$ cat src/rtl/imm_decode_stage.sv
// RISC-V immediate decode: opcode-derived format, XLEN immediate, illegal flag; one-cycle latency.
// Valid/ready output with a two-entry skid; in_ready is !skid_valid (registered), flush drops everything.
module imm_decode_stage #(
  parameter int XLEN  = 32,
  parameter int TAG_W = 32,
  parameter int CNT_W = 16
) (
  input  logic             CLK,
  input  logic             RSTn,
  input  logic             flush,
  input  logic             in_valid,
  output logic             in_ready,
  input  logic [31:0]      in_instr,
  input  logic [TAG_W-1:0] in_tag,
  output logic             out_valid,
  input  logic             out_ready,
  output logic [XLEN-1:0]  out_imm,
  output logic [2:0]       out_fmt,
  output logic             out_illegal,
  output logic [TAG_W-1:0] out_tag,
  output logic [CNT_W-1:0] illegal_cnt
);

  typedef struct packed {
    logic [XLEN-1:0]  imm;
    logic [2:0]       fmt;
    logic             ill;
    logic [TAG_W-1:0] tag;
  } pay_t;

  logic [6:0]      w_opc;
  logic [2:0]      w_f3;
  logic [7:0]      w_oh;
  logic            w_bad_opc;
  logic            w_sh_bad;
  logic [XLEN-1:0] w_imm_i, w_imm_s, w_imm_b, w_imm_u, w_imm_j, w_imm_sh, w_imm_z;
  logic [XLEN-1:0] w_imm;
  logic [2:0]      w_fmt;
  logic            w_ill;
  logic            w_acc;
  logic            w_drain;
  pay_t            w_new;

  pay_t            r_out, r_skid;
  logic            r_out_vld, r_skid_vld;
  logic [CNT_W-1:0] r_cnt;

  assign w_opc = in_instr[6:0];
  assign w_f3  = in_instr[14:12];

  // One-hot over format codes; bit k set means fmt k. All-zero means unsupported opcode.
  always_comb begin
    w_oh      = '0;
    w_bad_opc = 1'b0;
    case (w_opc)
      7'b0000011, 7'b1100111: w_oh[1] = 1'b1;
      7'b0010011: begin
        if (w_f3 == 3'b001 || w_f3 == 3'b101) w_oh[6] = 1'b1;
        else                                  w_oh[1] = 1'b1;
      end
      7'b0100011:             w_oh[2] = 1'b1;
      7'b1100011:             w_oh[3] = 1'b1;
      7'b0110111, 7'b0010111: w_oh[4] = 1'b1;
      7'b1101111:             w_oh[5] = 1'b1;
      7'b0110011:             w_oh[0] = 1'b1;
      7'b1110011: begin
        if (w_f3[2]) w_oh[7] = 1'b1;
        else         w_oh[1] = 1'b1;
      end
      default:                w_bad_opc = 1'b1;
    endcase
  end

  always_comb begin
    w_imm_i        = {XLEN{in_instr[31]}};
    w_imm_i[11:0]  = in_instr[31:20];
    w_imm_s        = {XLEN{in_instr[31]}};
    w_imm_s[11:0]  = {in_instr[31:25], in_instr[11:7]};
    w_imm_b        = {XLEN{in_instr[31]}};
    w_imm_b[12:0]  = {in_instr[31], in_instr[7], in_instr[30:25], in_instr[11:8], 1'b0};
    w_imm_u        = {XLEN{in_instr[31]}};
    w_imm_u[31:0]  = {in_instr[31:12], 12'b0};
    w_imm_j        = {XLEN{in_instr[31]}};
    w_imm_j[20:0]  = {in_instr[31], in_instr[19:12], in_instr[20], in_instr[30:21], 1'b0};
    w_imm_sh       = '0;
    if (XLEN == 64) w_imm_sh[5:0] = in_instr[25:20];
    else            w_imm_sh[4:0] = in_instr[24:20];
    w_imm_z        = '0;
    w_imm_z[4:0]   = in_instr[19:15];
  end

  // RV32 has only 5-bit shift amounts, so instr[25] set is a reserved encoding there.
  assign w_sh_bad = (XLEN == 32) && in_instr[25];

  always_comb begin
    w_imm = '0;
    w_fmt = 3'd0;
    case (w_oh)
      8'b0000_0010: begin w_imm = w_imm_i; w_fmt = 3'd1; end
      8'b0000_0100: begin w_imm = w_imm_s; w_fmt = 3'd2; end
      8'b0000_1000: begin w_imm = w_imm_b; w_fmt = 3'd3; end
      8'b0001_0000: begin w_imm = w_imm_u; w_fmt = 3'd4; end
      8'b0010_0000: begin w_imm = w_imm_j; w_fmt = 3'd5; end
      8'b0100_0000: begin w_imm = w_sh_bad ? '0 : w_imm_sh; w_fmt = 3'd6; end
      8'b1000_0000: begin w_imm = w_imm_z; w_fmt = 3'd7; end
      default:      begin w_imm = '0;      w_fmt = 3'd0; end
    endcase
  end

  assign w_ill   = w_bad_opc || (w_oh[6] && w_sh_bad);
  assign w_new   = '{imm: w_imm, fmt: w_fmt, ill: w_ill, tag: in_tag};
  assign w_acc   = in_valid && !r_skid_vld;
  assign w_drain = !r_out_vld || out_ready;

  always_ff @(posedge CLK) begin
    if (!RSTn) begin
      r_out      <= '0;
      r_skid     <= '0;
      r_out_vld  <= 1'b0;
      r_skid_vld <= 1'b0;
      r_cnt      <= '0;
    end else if (flush) begin
      r_out_vld  <= 1'b0;
      r_skid_vld <= 1'b0;
    end else begin
      if (w_drain) begin
        // A full skid implies in_ready=0, so no new entry competes with the skid move.
        if (r_skid_vld) begin
          r_out      <= r_skid;
          r_out_vld  <= 1'b1;
          r_skid_vld <= 1'b0;
        end else if (w_acc) begin
          r_out      <= w_new;
          r_out_vld  <= 1'b1;
        end else begin
          r_out_vld  <= 1'b0;
        end
      end else if (w_acc) begin
        r_skid     <= w_new;
        r_skid_vld <= 1'b1;
      end
      if (w_acc && w_ill && (r_cnt != {CNT_W{1'b1}}))
        r_cnt <= r_cnt + CNT_W'(1);
    end
  end

  assign in_ready    = !r_skid_vld;
  assign out_valid   = r_out_vld;
  assign out_imm     = r_out.imm;
  assign out_fmt     = r_out.fmt;
  assign out_illegal = r_out.ill;
  assign out_tag     = r_out.tag;
  assign illegal_cnt = r_cnt;

endmodule

$ cat config.mk
export PLATFORM = sky130hd
export DESIGN_NAME = imm_decode_stage
export DESIGN_NICKNAME = d
export VERILOG_FILES = /design/src/rtl/imm_decode_stage.sv
export SDC_FILE = /design/constraint.sdc
export NUM_CORES = 1
export LEC_CHECK = 0
export ABC_AREA = 1
export CAP_MARGIN = 20
export CORE_ASPECT_RATIO = 0.5
export CORE_MARGIN = 2
export CORE_UTILIZATION = 50
export CTS_CLUSTER_DIAMETER = 80
export CTS_CLUSTER_SIZE = 16
export DETAILED_ROUTE_END_ITERATION = 10
export MAX_ROUTING_LAYER = met4
export PLACE_DENSITY_LB_ADDON = 0.08
export SYNTH_ARGS = -nofsm -noshare
export SYNTH_HDL_FRONTEND = slang
export SYNTH_SLANG_ARGS = --single-unit
$ cat constraint.sdc
create_clock -name CLK -period 3.6 [get_ports CLK]
set_input_delay 0.72 -clock CLK [delete_from_list [all_inputs] [get_ports CLK]]
set_output_delay 0.72 -clock CLK [all_outputs]
set_load 0.03 [all_outputs]
==> metrics.cfg, run 1 <==
[placement]
hpwl_mm = 13.09
dp_cells = 1349
gp_congestion = 0.8794
io_buffers = 154
placed_area_um2 = 9004

[status]
outcome = finished clean

[sta]
max_slew_margin_pct = 39.16
fin_crit_sh_pct = 75.19
max_freq_ghz = 0.3694
fin_setup_tns_ps = 0
setup-violations-final = 0
hold_viol = 0
finalMaxSlewViolations = 0
rsz0062_at_grt = false
period_minus_slack_ps = 2707
fin_skew_ps = 17.21
tightest_slew_ps = 912.5

[pwr]
leakagePower_nw = 4.085
p_total_mw = 4.008
power_density_nw_per_um2 = 416.5
vdd_drop_max_mv = 0.3012

[synth]
synth_cells = 1060
synth_seq_area_share_pct = 41.39
yosysUniqueCellTypes = 39
syn_avg_cell_area_um2 = 7.027
synthesis.area_um2 = 7448
ys_warn_count = 0
ys_ff_latch = 154
synth_nets = 1130

[global_route]
groute.usage.overall_pct = 26.22
grt_pass1_vias = 6754
grt_pass1_wl_mm = 33.39
antenna_found_initial = 0
grt-ovfl-total = 0
grt_max_degree = 100

[clock_tree]
cts.clk_slew.worst_paths_ps = 70
htree_levels = 4
hold_buffers = 0
cts_tree = yes
post_cts.repair.setup_buffers = 0
clock-sinks = 154
cts_buffer_depth = 2
cts_resized = 0
cts_inserted_buffers = 17
cts_root_buffer = clkbuf_16
clkLatencyLatePin_ps = 430

[routing]
drcViolationCount = 0
drt_pass1_iterations = 7
drt_iter0_drc = 564
vias = 7337
wirelength_mm = 19.96
postRouteAntennaNets = 0
via_per_inst = 5.309
wl_per_cell_um = 14.44

[die]
dieArea_um2 = 15950
core_area_um2 = 14510
die_h_um = 90.31
start_util_pct = 51.35
io_pins = 155
die_x_um = 176.6
rows = 31

[run]
drv_cap = 0

[critical_path]
cp-start-kind = flip-flop
end_kind = output pin
cp.required_ps = 2880
cp_max_fo = 44
r2r_slack_ps = 1370
worst_ep_arrival_time_ps = 1990
timing_worst_setup_path_type = reg2out

[cells_and_area]
layoutNonFillerInstCount = 1382
num-nets-final = 1241
utilization_pct = 66.33
diodes = 0
area_growth_pct = 29.18
final_area_um2 = 9622
drive_gt1_share_pct = 7.686

[hold_path]
hold_class = reg2reg

-- sequential cells by signal (all words and copies together) (netlist names) --
register     count
r_skid          68
illegal_cnt     16
out_fmt          3
r_skid_vld       1
out_valid        1
out_tag         32
out_illegal      1
out_imm         32
-- where the power goes --
part	total [mW]	leakage, nW	internal (mW)	switching [mW]
sequential	1.77	1.25	1.74	0.0252
clock	1.82	0.293	0.995	0.822
combinational	0.421	2.54	0.175	0.246
total	4.01	4.08	2.91	1.09
-- synth_stat cells (all sizes together) --
cell type | number | area (um2)
a21boi | 2 | 15.01
a21oi | 95 | 501.7
a31oi | 34 | 212.7
a41oi | 5 | 51.30
buf | 25 | 162.7
clkbuf | 48 | 180.2
clkinv | 1 | 5.000
dfxtp | 154 | 3083
ha | 1 | 12.51
inv | 114 | 427.9
nand2 | 220 | 878.3
nand3 | 79 | 435.4
nand3b | 1 | 11.26
nand4 | 23 | 150.1
nor2 | 116 | 465.4
nor3 | 9 | 66.32
nor4 | 1 | 6.260
o211ai | 22 | 165.2
o21ai | 96 | 495.5
xnor2 | 4 | 35.03
xor2 | 10 | 87.58
-- critical path, cell delays in order (launching register included) --
cell,delay (ps)
dfxtp_1,320
inv_2,70
buf_4,420
clkdlybuf4s50_1,770
-- metal layers --
metal	vias to the layer above	global-route usage, %	routed length, um
li1	3708	-	-
met1	3396	36.48	9560
met2	218	39.71	9005
met3	15	4.630	1242
met4	0	6.267	153
met5	-	-	0
-- final timing paths --
path,startpoint,to,depth (start not counted)
setup reg to reg,r_skid_vld,out_fmt[1],6
hold reg to reg,out_imm[14],out_imm[14],2
setup / recovery,r_skid_vld,in_ready,3
hold / removal,out_imm[14],out_imm[14],2
-- through the flow --
stage / hold WS, ps / setup WS (ps)
floorplan: 455.3 / 1628
global placement: 455.0 / 679.1
detailed placement: 455.2 / 605.1
CTS: 466.2 / 872.2
global route: 482.2 / 772.7
finish: 463.6 / 893.0
-- cell families after synthesis --
kind of cell,count (synthesis),synth area share [%]
AO/OA/AOI/OAI,254,19.35
XOR/XNOR,14,1.646
adder cells (fa/ha/maj),1,0.1680
buffers and inverters,188,10.41
flip-flops,154,41.39
AND/OR/NAND/NOR,449,27.03
-- cell type report --
type	count	area, um2
repair buffers	165	1657
flip-flops and latches	154	3083
well taps	198	247.7
multi-input cells	718	3603
fillers	1293	4885
clock buffers	17	425.4
inverters	115	432.9
clock inverters	15	172.7
-- cells in the final DEF, fill, tap and decap left out, types with 3 or more instances in the layout --
| cell type | count |
|---|---|
| clkdlybuf4s50_1 | 153 |
| nor3_1 | 6 |
| nor2_1 | 109 |
| nor2_4 | 4 |
| xnor2_1 | 4 |
| a41oi_1 | 4 |
| inv_1 | 104 |
| nand3_2 | 8 |
| inv_6 | 6 |
| clkbuf_16 | 17 |
| a21oi_2 | 7 |
| inv_8 | 4 |
| o211ai_1 | 22 |
| o21ai_0 | 94 |
| dfxtp_1 | 154 |
| a31oi_1 | 34 |
| nand3_1 | 71 |
| inv_2 | 10 |
| a21oi_1 | 88 |
| xor2_1 | 10 |
| buf_12 | 3 |
| nand4_1 | 22 |
| nor2_2 | 3 |
| nand2_1 | 214 |
| buf_4 | 8 |
Note: power is estimated with default switching activity, not from simulation.
==> inputs of run 2 (changes only) <==
--- a/config.mk
+++ b/config.mk
@@ -9,7 +9,7 @@
 export CAP_MARGIN = 20
 export CORE_ASPECT_RATIO = 0.5
 export CORE_MARGIN = 2
-export CORE_UTILIZATION = 50
+export CORE_UTILIZATION = 47
 export CTS_CLUSTER_DIAMETER = 80
 export CTS_CLUSTER_SIZE = 16
 export DETAILED_ROUTE_END_ITERATION = 10
==> constraint.sdc (replaced) <==
create_clock -name CLK -period 2.4 [get_ports CLK]
set_input_delay 0.48 -clock CLK [delete_from_list [all_inputs] [get_ports CLK]]
set_output_delay 0.48 -clock CLK [all_outputs]
set_load 0.03 [all_outputs]
==> run 2 against run 1 <==
  * Routed wire length increased by 0.84%
  * Cell area increased by 2.2%
  * Sequential power increased by 50%
  * Critical endpoint unchanged
  * Largest power group unchanged
  * Highest routed layer unchanged
==> metrics.cfg, run 2 (synthesis results as in run 1) <==
[cells_and_area]
layoutNonFillerInstCount = 1402
num-nets-final = 1256
multi_input_area_um2 = 3603
mostFrequentLayoutCells = 214 x nand2_1, 154 x dfxtp_1, 153 x clkdlybuf4s50_1, 109 x nor2_1, 104 x inv_1
area_growth_pct = 32.02
final_common_cell = nand2_1
final_area_um2 = 9833
n_fill_cell = 1385
drive_gt1_share_pct = 8.598
diodes = 0
final-seq-area_um2 = 3083
top_register = r_skid
largest_reg_flops = 68

[clock_tree]
cts_resized = 0
clkLatencyLatePin_ps = 420
clock-sinks = 154
cts.clk_slew.worst_paths_ps = 60
hold_buffers = 0
cts_tree = yes
cts_buffer_depth = 2
post_cts.repair.setup_buffers = 0
cts_inserted_buffers = 17
cts_root_buffer = clkbuf_16
htree_levels = 4

[die]
start_util_pct = 48.19
die_h_um = 93.02
core_area_um2 = 15450
die_x_um = 182.0
rows = 32
io_pins = 155
dieArea_um2 = 16930

[placement]
dp_cells = 1371
hpwl_mm = 13.40
io_buffers = 154
placed_area_um2 = 9231
place_ws_ps = 49.77
gp_congestion = 0.9324

[sta]
max_freq_ghz = 0.4727
finalMaxSlewViolations = 0
tightest_slew_ps = 528.7
setup-violations-final = 0
max_slew_margin_pct = 64.70
period_minus_slack_ps = 2116
fin_skew_ps = 11.07
hold_viol = 0
rsz0062_at_grt = false
fin_crit_sh_pct = 88.15
fin_setup_tns_ps = 0
setup_ws_ps = 284.3

[routing]
via_per_inst = 5.256
vias = 7369
drt_pass1_iterations = 5
wl_per_cell_um = 14.36
drcViolationCount = 0
drt_iter0_drc = 481
wirelength_mm = 20.13
postRouteAntennaNets = 0

[global_route]
grt_max_degree = 99
grt-ovfl-total = 0
grt_pass1_vias = 7040
groute.usage.overall_pct = 25.61
grt_pass1_wl_mm = 34.22
antenna_found_initial = 0

[critical_path]
cp_max_fo = 6
end_kind = output pin
rr_worst_depth = 8
worst_ep_arrival_time_ps = 1640
timing_worst_setup_path_type = reg2out
r2r_slack_ps = 620
rr_endpoint = illegal_cnt[13]
worstReg2RegStart = illegal_cnt[0]
cp-start-kind = flip-flop
cp.required_ps = 1920

[run]
drv_cap = 0

[hold_path]
whs_endpoint = out_imm[19]
holdCritStartpoint = out_imm[19]
hold_depth = 2
hold_class = reg2reg

[status]
outcome = finished clean

[pwr]
leakagePower_nw = 4.190
vdd_drop_max_mv = 0.5263
power_density_nw_per_um2 = 618.2

==> run 2: cell count changes in the layout (fill, tap and decap cells not counted), moves of 4 or more <==
| cell | change |
|---|---|
| buf_12 | +7 |
| buf_4 | +8 |
| inv_6 | -5 |
| inv_8 | -4 |
==> run 2: stage by stage <==
step	utilization, %	hold slack [ps]	total power [mW]
2_1_floorplan	-	455.3	3.050
3_3_place_gp	59.73	453.2	3.359
3_5_place_dp	59.73	455.6	3.365
4_1_cts	63.63	465.0	6.123
5_1_grt	63.63	484.5	6.305
6_report	63.63	461.9	6.079
==> run 2: layout make-up <==
cell class,count,area share (%)
multi-input combinational,718,36.65
sequential,154,31.35
timing repair buffer,180,18.88
clock buffer,21,4.683
inverter,115,4.403
tap,204,2.596
clock inverter,10,1.438
==> run 2: worst max-delay path by stage <==
stage	from	endpoint	slack, ps
3_5_place_dp	in_instr[3]	out_imm[11]	50
6_report	r_skid_vld	in_ready	280
3_3_place_gp	in_instr[3]	out_imm[11]	90
2_1_floorplan	illegal_cnt[0]	illegal_cnt[0]	570
5_1_grt	r_skid_vld	in_ready	240
4_1_cts	r_skid_vld	in_ready	280
==> run 2: per-layer routing <==
layer	routed length, um	global-route usage [%]	up-vias	part of all wire, %
li1	-	-	3746	-
met1	9564	33.17	3413	48
met3	1286	6.776	14	6.4
met4	129	6.183	0	0.64
met5	0	-	-	0
met2	9147	40.33	196	45
==> run 2: power breakdown <==
part           switching (mW)  internal, mW  total (mW)
Clock                    1.08          1.69        2.77
Sequential             0.0365          2.62        2.66
Combinational           0.375         0.281       0.656
Total                    1.49          4.59        6.08
==> run 2: worst max-delay path, stage by stage, from the launching register on <==
cell,delay [ps]
dfxtp_1,390
inv_2,140
clkdlybuf4s50_1,690
